**config.mk**
```make
export PLATFORM = sky130hd
export DESIGN_NAME = lsu_mem_stage
export DESIGN_NICKNAME = d
export VERILOG_FILES = /design/src/rtl/lsu_mem_stage.sv
export SDC_FILE = /design/constraint.sdc
export NUM_CORES = 1
export LEC_CHECK = 0
export CAP_MARGIN = 5
export CORE_ASPECT_RATIO = 1.25
export CORE_MARGIN = 8
export CORE_UTILIZATION = 45
export DETAILED_ROUTE_END_ITERATION = 16
export GPL_ROUTABILITY_DRIVEN = 0
export PLACE_DENSITY = 0.91
export SLEW_MARGIN = 5
export SYNTH_ARGS = -nofsm -noshare
export SYNTH_HDL_FRONTEND = slang
export SYNTH_SLANG_ARGS = --single-unit
```
**constraint.sdc**
```tcl
create_clock -name clk -period 2.9 [get_ports clk]
set_clock_uncertainty 0.15 [all_clocks]
set_input_delay 0.58 -clock clk [delete_from_list [all_inputs] [get_ports clk]]
set_output_delay 0.58 -clock clk [all_outputs]
set_load 0.01 [all_outputs]
```
**src/rtl/lsu_mem_stage.sv**
```systemverilog
// Load/store unit memory stage: one outstanding req/gnt/rvalid transaction, aligned load return.
// Optional misalignment trapping is enabled by defining LSU_MISALIGN_CHECK_EN.
module lsu_mem_stage #(
    parameter int unsigned DWIDTH = 32,
    parameter int unsigned AWIDTH = 32
) (
    input  logic              clk,
    input  logic              rst,
    input  logic              req_valid,
    output logic              req_ready,
    input  logic              req_we,
    input  logic [1:0]        req_size,
    input  logic              req_unsigned,
    input  logic [AWIDTH-1:0] req_addr,
    input  logic [DWIDTH-1:0] req_wdata,
    output logic              mem_req,
    output logic              mem_we,
    output logic [AWIDTH-1:0] mem_addr,
    output logic [3:0]        mem_be,
    output logic [DWIDTH-1:0] mem_wdata,
    input  logic              mem_gnt,
    input  logic              mem_rvalid,
    input  logic [DWIDTH-1:0] mem_rdata,
    output logic              rsp_valid,
    output logic [DWIDTH-1:0] rsp_rdata,
    output logic              rsp_err
);

    typedef enum logic [1:0] {StIdle, StReq, StWait, StResp} state_t;

    state_t state_q, state_d;

    logic              we_q;
    logic [1:0]        size_q;
    logic              uns_q;
    logic [1:0]        off_q;
    logic [AWIDTH-3:0] addr_hi_q;
    logic [3:0]        be_q;
    logic [DWIDTH-1:0] wdata_q;
    logic [DWIDTH-1:0] rdata_q;
    logic              err_q;

    logic              accept;
    logic              is_byte;
    logic              is_half;
    logic              misalign;
    logic [1:0]        off_n;
    logic [3:0]        be_n;
    logic [DWIDTH-1:0] wdata_n;
    logic [DWIDTH-1:0] shifted;
    logic [DWIDTH-1:0] ext;

    assign accept  = req_valid && (state_q == StIdle);
    assign is_byte = (req_size == 2'b00);
    assign is_half = (req_size == 2'b01);

`ifdef LSU_MISALIGN_CHECK_EN
    assign misalign = (is_half && req_addr[0]) ||
                      (!is_byte && !is_half && (req_addr[1:0] != 2'b00));
`else
    assign misalign = 1'b0;
`endif

    // Lane offset drops address bits below natural alignment.
    always_comb begin
        off_n   = 2'b00;
        be_n    = 4'b1111;
        wdata_n = req_wdata;
        if (is_byte) begin
            off_n   = req_addr[1:0];
            be_n    = 4'b0001 << req_addr[1:0];
            wdata_n = {4{req_wdata[7:0]}};
        end else if (is_half) begin
            off_n   = {req_addr[1], 1'b0};
            be_n    = 4'b0011 << {req_addr[1], 1'b0};
            wdata_n = {2{req_wdata[15:0]}};
        end
    end

    assign shifted = mem_rdata >> {off_q, 3'b000};

    always_comb begin
        ext = shifted;
        unique case (size_q)
            2'b00: ext = uns_q ? {24'h0, shifted[7:0]} : {{24{shifted[7]}}, shifted[7:0]};
            2'b01: ext = uns_q ? {16'h0, shifted[15:0]} : {{16{shifted[15]}}, shifted[15:0]};
            default: ext = shifted;
        endcase
    end

    always_comb begin
        state_d = state_q;
        unique case (state_q)
            StIdle: if (req_valid) state_d = misalign ? StResp : StReq;
            StReq:  if (mem_gnt) state_d = we_q ? StResp : StWait;
            StWait: if (mem_rvalid) state_d = StResp;
            StResp: state_d = StIdle;
            default: state_d = StIdle;
        endcase
    end

    always_ff @(posedge clk) begin
        if (rst) begin
            state_q   <= StIdle;
            we_q      <= 1'b0;
            size_q    <= 2'b00;
            uns_q     <= 1'b0;
            off_q     <= 2'b00;
            addr_hi_q <= '0;
            be_q      <= 4'b0000;
            wdata_q   <= '0;
            rdata_q   <= '0;
            err_q     <= 1'b0;
        end else begin
            state_q <= state_d;
            if (accept) begin
                we_q      <= req_we;
                size_q    <= req_size;
                uns_q     <= req_unsigned;
                off_q     <= off_n;
                addr_hi_q <= req_addr[AWIDTH-1:2];
                be_q      <= be_n;
                wdata_q   <= wdata_n;
                rdata_q   <= '0;
                err_q     <= misalign;
            end else if (state_q == StWait && mem_rvalid) begin
                rdata_q <= ext;
            end
        end
    end

    assign req_ready = (state_q == StIdle);
    assign mem_req   = (state_q == StReq);
    assign mem_we    = we_q;
    assign mem_addr  = {addr_hi_q, 2'b00};
    assign mem_be    = be_q;
    assign mem_wdata = wdata_q;
    assign rsp_valid = (state_q == StResp);
    assign rsp_rdata = rdata_q;
    assign rsp_err   = err_q;

endmodule

```
==> metrics, run 1 <==
outcome=completed; core area=0.01011 mm^2; most frequent cells in the layout=205 x clkdlybuf4s50_1, 136 x nand2_1, 106 x dfxtp_1; Cells after DPL=860; slew margin rel.=58.54%; leading area contributor after synthesis=dfxtp_1; first-pass GRT wire length=24790 um; fin util=70.36%; Hold Buf Count CTS=0; Worst-Skew Late Latency=0.34 ns; initial antenna violation count=0; commonest non-fill, non-tap cell in the layout=clkdlybuf4s50_1; Finished Layout Cells=875; post-CTS sizing=0; post-route clock period utilization=82.89%; post-DP HPWL=12430 um; Die X-Extent=107.3 um; Cell Area, Synth=0.004689 mm^2; Net Switching=1.696 mW; RSZ-0062 raised after global routing=no; Critical Path Sink Type=output port; Yosys cell types=38; clock buffer depth=2; Iter 0 DRT Violations=198; total gr overflow=0; Cells after Synth=556; pin count of the biggest net entering global routing=about 70; die height=130.1 um; I/O Buffers=206; clk slew on worst S/H paths=0.07 ns; die area=0.01396 mm^2; routed via count=~4800; antenna-violating nets left=0; synthesis-to-finish area growth=51.63%; leak pwr=between 2 and 3 nW; CTS Buf Count=9; worst path required time=about 2.2 ns; Reg power frac=37.5%; synthesized area per cell=8.434 um^2; delay of the slowest critical-path stage=a little under 0.6 ns; Seq cells post-synth=106; CP top delay family=buffers and inverters; Cell Chain, Critical Path=inv_1 > ha_1 > clkdlybuf4s50_1; Slew Viols, Final=0; top cells by area, synth=dfxtp_1 45%, nand2_1 11%, a21oi_1 7.5%; Critical Path Start Type=flop; post-route total power=5.034 mW; critical path class=reg2out; drt pass-1 iters=4; H-tree levels=3; PwrDens=708.0 mW/mm^2; power share of the combinational group=38.5%; Post-Route WL=16240 um; Pint=roughly 3.3 mW; Fin. Hold Viols=0; Worst Tran Pin Value=0.6219 ns; Initial Util=46.40%; Antenna diodes=0; Seq/Total Area, Yosys=45.25%; number of global-route vias before repair=4913; GRT Total Usage=22.33%; Final Cell Area=0.007111 mm^2; Sw Ratio=33.69%; share of layout cells above drive strength 1=6.032%; placed cell area=roughly 0.0068 mm^2; Yosys top cell area share=45.25%; Final Hold Slack=0.3062 ns; Syn. warnings=0; clock share of power=a little under a quarter; Buf/Inv on CP=2; layout filler cell count=724; CTS Root Buffer Type=clkbuf_16; Rows=41; Post-CTS Setup Bufs=0; worst hold path class=reg2reg; Worst IR Drop VDD=405.2 uV; Setup TNS=0 ns; CP Max Fanout=5; Via density=5.458; clock sink count=106; DRC viols=0; arrival time worst endpoint=1.67 ns; nets@finish=852; Setup WS post-layout=0.4962 ns; final setup fails=0; CTS tree=built; drt wl/cell=approximately 19 um; slowest CP cell=clkdlybuf4s50_1; fmax=416.0 MHz; DP Worst Slack=0.2939 ns; crit path time final=2.404 ns; Ports=210; max-cap viol count=0
## worst register-to-register path, cell delays in order (launching register included)
cell	delay, ns
dfxtp_1	0.33
inv_1	0.15
ha_1	0.27
and2_2	0.45
buf_12	0.32
nor2_1	0.12
a311oi_1	0.30
## area by class of cell
type | instances | area (um^2) | area share, %
Multi-Input combinational cell | 398 | 2331 | 32.78
Timing Repair Buffer | 220 | 2175 | 30.58
Sequential cell | 106 | 2122 | 29.84
Clock buffer | 11 | 242.7 | 3.414
Tap cell | 129 | 161.4 | 2.270
Clock inverter | 4 | 52.55 | 0.7390
Inverter | 7 | 26.28 | 0.3695
## kinds of logic (layout without fill, tap and decap cells)
logic type                 count (synthesis)  after routing  share of synthesized area, %
DFF                                      106            106                         45.25
AOI/OAI and AO/OA                        156            156                         22.23
muxes                                     41             41                         9.232
buffers and inverters                     54            242                         5.283
and+or+nand+nor                          193            193                         16.60
adders and majority gates                  5              5                         1.334
other                                      1              3                       0.07997
## flip-flops by register name, summed over array words and instances (netlist names)
name / flops
mem_wdata: 32
size_q: 2
rsp_rdata: 32
mem_be: 4
state_q: 2
addr_hi_q: 30
mem_we: 1
off_q: 2
uns_q: 1
## cell usage after synthesis
| library cell | n |
|---|---|
| mux2_2 | 8 |
| a22o_1 | 7 |
| o21ai_1 | 1 |
| and2b_1 | 1 |
| o221a_1 | 16 |
| buf_6 | 2 |
| conb_1 | 1 |
| o211ai_1 | 7 |
| inv_1 | 6 |
| clkbuf_1 | 26 |
| nor3_2 | 1 |
| nand2b_1 | 5 |
| clkbuf_8 | 1 |
| mux4_2 | 1 |
| and3_1 | 1 |
| mux2i_1 | 32 |
| ha_1 | 5 |
| nor2b_1 | 2 |
| a311o_1 | 1 |
| a2111oi_2 | 1 |
| nand3_1 | 1 |
| a221oi_1 | 1 |
| a21oi_1 | 70 |
| nor2_1 | 36 |
| dfxtp_1 | 106 |
| a311oi_1 | 8 |
| nand2_1 | 137 |
| a211oi_2 | 1 |
| buf_4 | 4 |
| buf_1 | 10 |
| o21ai_0 | 27 |
| and2_1 | 9 |
| a211oi_1 | 13 |
| inv_2 | 1 |
| o41ai_4 | 1 |
| buf_2 | 4 |
| a222oi_1 | 1 |
| a31oi_1 | 1 |
## power groups by stage
stage,sequential [mW],combinational (mW),clock (mW)
3_3_place_gp,1.90,1.87,0
6_report,1.89,1.94,1.21
3_5_place_dp,1.92,1.94,0
2_1_floorplan,2.01,0.872,0
5_1_grt,1.92,2.10,1.28
4_1_cts,1.89,1.95,1.23
## final timing paths
| check | start | endpoint | cells past startpoint | slack, ns |
|---|---|---|---|---|
| worst max-delay path | state_q[0]$_SDFFE_PP0P_ | req_ready | 3 | 0.50 |
| worst min register to register | mem_wdata[25]$_SDFFE_PP0P_ | mem_wdata[25]$_SDFFE_PP0P_ | 2 | 0.31 |
| worst max register to register | state_q[0]$_SDFFE_PP0P_ | mem_wdata[10]$_SDFFE_PP0P_ | 6 | 0.71 |
| worst min-delay path | mem_wdata[25]$_SDFFE_PP0P_ | mem_wdata[25]$_SDFFE_PP0P_ | 2 | 0.31 |
## layer usage
layer  share of wire [%]  vias to the layer above  track usage, %  routed length [um]
met4                 2.8                        0           10.04                 462
met1                  36                     2240           21.78                5771
met3                  12                       30           10.95                1912
li1                    -                     2295               -                   -
met2                  50                      211           38.97                8089
met5                   0                        -               0                   0
Power figures use the tool's default switching activity.
==> run 2: changes to the inputs <==
CORE_UTILIZATION = 38   (was 45)
PLACE_DENSITY = 0.82   (was 0.91)
clock period = 2 ns   (was 2.9 ns; I/O delays follow)
==> metrics, run 2 (synthesized netlist as in run 1, its figures left out) <==
critical path class=in2reg; Critical Path Sink Type=flop; outcome=completed; routed via count=4887 (+2.3%); arrival time worst endpoint=2.04 ns (+0.37 ns); Die X-Extent=115.4 um (+7.5%); RSZ-0062 raised after global routing=yes; clock buffer depth=2 (unchanged); clock share of power=25.5% (+1.5 points); first-pass GRT wire length=25830 um (+4.2%); Initial Util=38.74% (-7.7 points); Reg power frac=35.6% (-1.9 points); CTS tree=built; total gr overflow=0 (unchanged); core area=0.01211 mm^2 (+20%); die area=0.01617 mm^2 (+16%); worst path required time=2.08 ns (-0.09 ns); power share of the combinational group=38.9% (+0.4 points); r2r startpoint=off_q[0]$_SDFFE_PP0P_; post-route clock period utilization=98.34%; Antenna diodes=0 (unchanged); Fin. Hold Viols=0 (unchanged); leak pwr=2.779 nW (+7.4%); CTS Buf Count=9 (unchanged); Post-Route WL=16890 um (+4.0%); pin count of the biggest net entering global routing=67 (-1.5%); drt wl/cell=18.04 um (-2.8%); CP Max Fanout=16 (+11); Pint=5.109 mW (+53%); layout filler cell count=1021 (+41%); Rows=45 (+9.8%); antenna-violating nets left=0 (unchanged); worst hold path class=in2reg; most frequent cells in the layout=202 x clkdlybuf4s50_1, 136 x nand2_1, 104 x dfxtp_1; clk slew on worst S/H paths=0.07 ns (about the same); Net Switching=2.577 mW (+52%); post-route total power=7.686 mW (+53%); Worst IR Drop VDD=529.9 uV (+31%); drt pass-1 iters=4 (unchanged); DRC viols=0 (unchanged); final setup fails=0 (unchanged); Ports=210 (unchanged); Critical Path Start Type=input port; Iter 0 DRT Violations=250 (+26%); H-tree levels=3 (unchanged); CTS Root Buffer Type=clkbuf_16; Worst-Skew Late Latency=0.34 ns (about the same); GRT Total Usage=20.01% (-2.3 points); fin util=61.40% (-9.0 points); number of global-route vias before repair=4904 (-0.18%); CP startpoint=mem_rdata[7]; PwrDens=1034 mW/mm^2 (+46%); Slew Viols, Final=0 (unchanged); crit path time final=1.967 ns; clock sink count=106 (unchanged); Sw Ratio=33.53% (-0.15 points); share of layout cells above drive strength 1=9.585% (+3.6 points); commonest non-fill, non-tap cell in the layout=clkdlybuf4s50_1; initial antenna violation count=0 (unchanged); Hold Buf Count CTS=0 (unchanged); post-DP HPWL=13170 um (+6.0%); I/O Buffers=206 (unchanged); nets@finish=877 (+2.9%); Via density=5.221 (-4.3%); fmax=between 500 and 600 MHz; die height=140.2 um (+7.7%); Post-CTS Setup Bufs=0 (unchanged); hold_sp=rst; synthesis-to-finish area growth=58.48%; max-cap viol count=0 (unchanged)
run 2: per-stage QoR:
stage | setup WS, ns | TNS (ns) | hold WS [ns] | cell area, um^2 | std cells
after global placement | -0.3221 | -6.582 | 0.2911 | 7097 | 920
after floorplan | 0.04495 | 0 | 0.2939 | 4697 | 558
after global routing | -0.0004814 | -0.0004814 | 0.2567 | 7432 | 936
after detailed placement | -0.3860 | -7.680 | 0.2992 | 7097 | 920
final | 0.03327 | 0 | 0.2528 | 7432 | 936
after CTS | 0.005530 | 0 | 0.2547 | 7428 | 936
run 2: worst paths after layout:
| kind | endpoint | slack [ns] | depth (start not counted) |
|---|---|---|---|
| worst min register to register | mem_wdata[0]$_SDFFE_PP0P_ | 0.31 | 2 |
| worst max-delay path | rsp_rdata[25]$_SDFFE_PP0P_ | 0.03 | 6 |
| worst max register to register | rsp_rdata[25]$_SDFFE_PP0P_ | 0.11 | 6 |
| worst min-delay path | off_q[0]$_SDFFE_PP0P_ | 0.25 | 2 |
run 2: critical path, cell delays in order:
cell             delay (ns)
clkdlybuf4s50_1        0.46
and2b_1                0.19
a2111oi_2              0.44
o41ai_4                0.15
buf_12                 0.17
o221a_1                0.23
run 2: repair_timing:
action	CTS	global route
pin swaps	1	0
resized for setup	3	2
setup endpoints to repair	19	18
run 2: power groups by stage:
stage / Combinational [mW] / Sequential (mW) / Clock (mW)
global placement: 2.92 / 2.75 / 0
global route: 3.24 / 2.78 / 2.07
finish: 2.99 / 2.74 / 1.96
detailed placement: 3.01 / 2.78 / 0
CTS: 3.01 / 2.74 / 1.99
floorplan: 1.26 / 2.92 / 0
run 2: final cells by class:
| type | instances | area [um^2] | area share (%) |
|---|---|---|---|
| Multi-Input combinational cell | 398 | 2331 | 31.36 |
| Sequential cell | 106 | 2125 | 28.59 |
| Timing Repair Buffer | 245 | 2412 | 32.46 |
| Tap cell | 164 | 205.2 | 2.761 |
| Clock buffer | 9 | 225.2 | 3.030 |
| Inverter | 7 | 26.28 | 0.3535 |
| Clock inverter | 7 | 107.6 | 1.448 |
run 2: routing by layer:
| layer | vias to the layer above | global-route usage [%] | wire length [um] |
|---|---|---|---|
| li1 | 2350 | - | - |
| met1 | 2270 | 21.66 | 6424 |
| met2 | 230 | 33.50 | 8250 |
| met3 | 37 | 7.054 | 1579 |
| met4 | 0 | 10.12 | 631 |
| met5 | - | 0 | 0 |
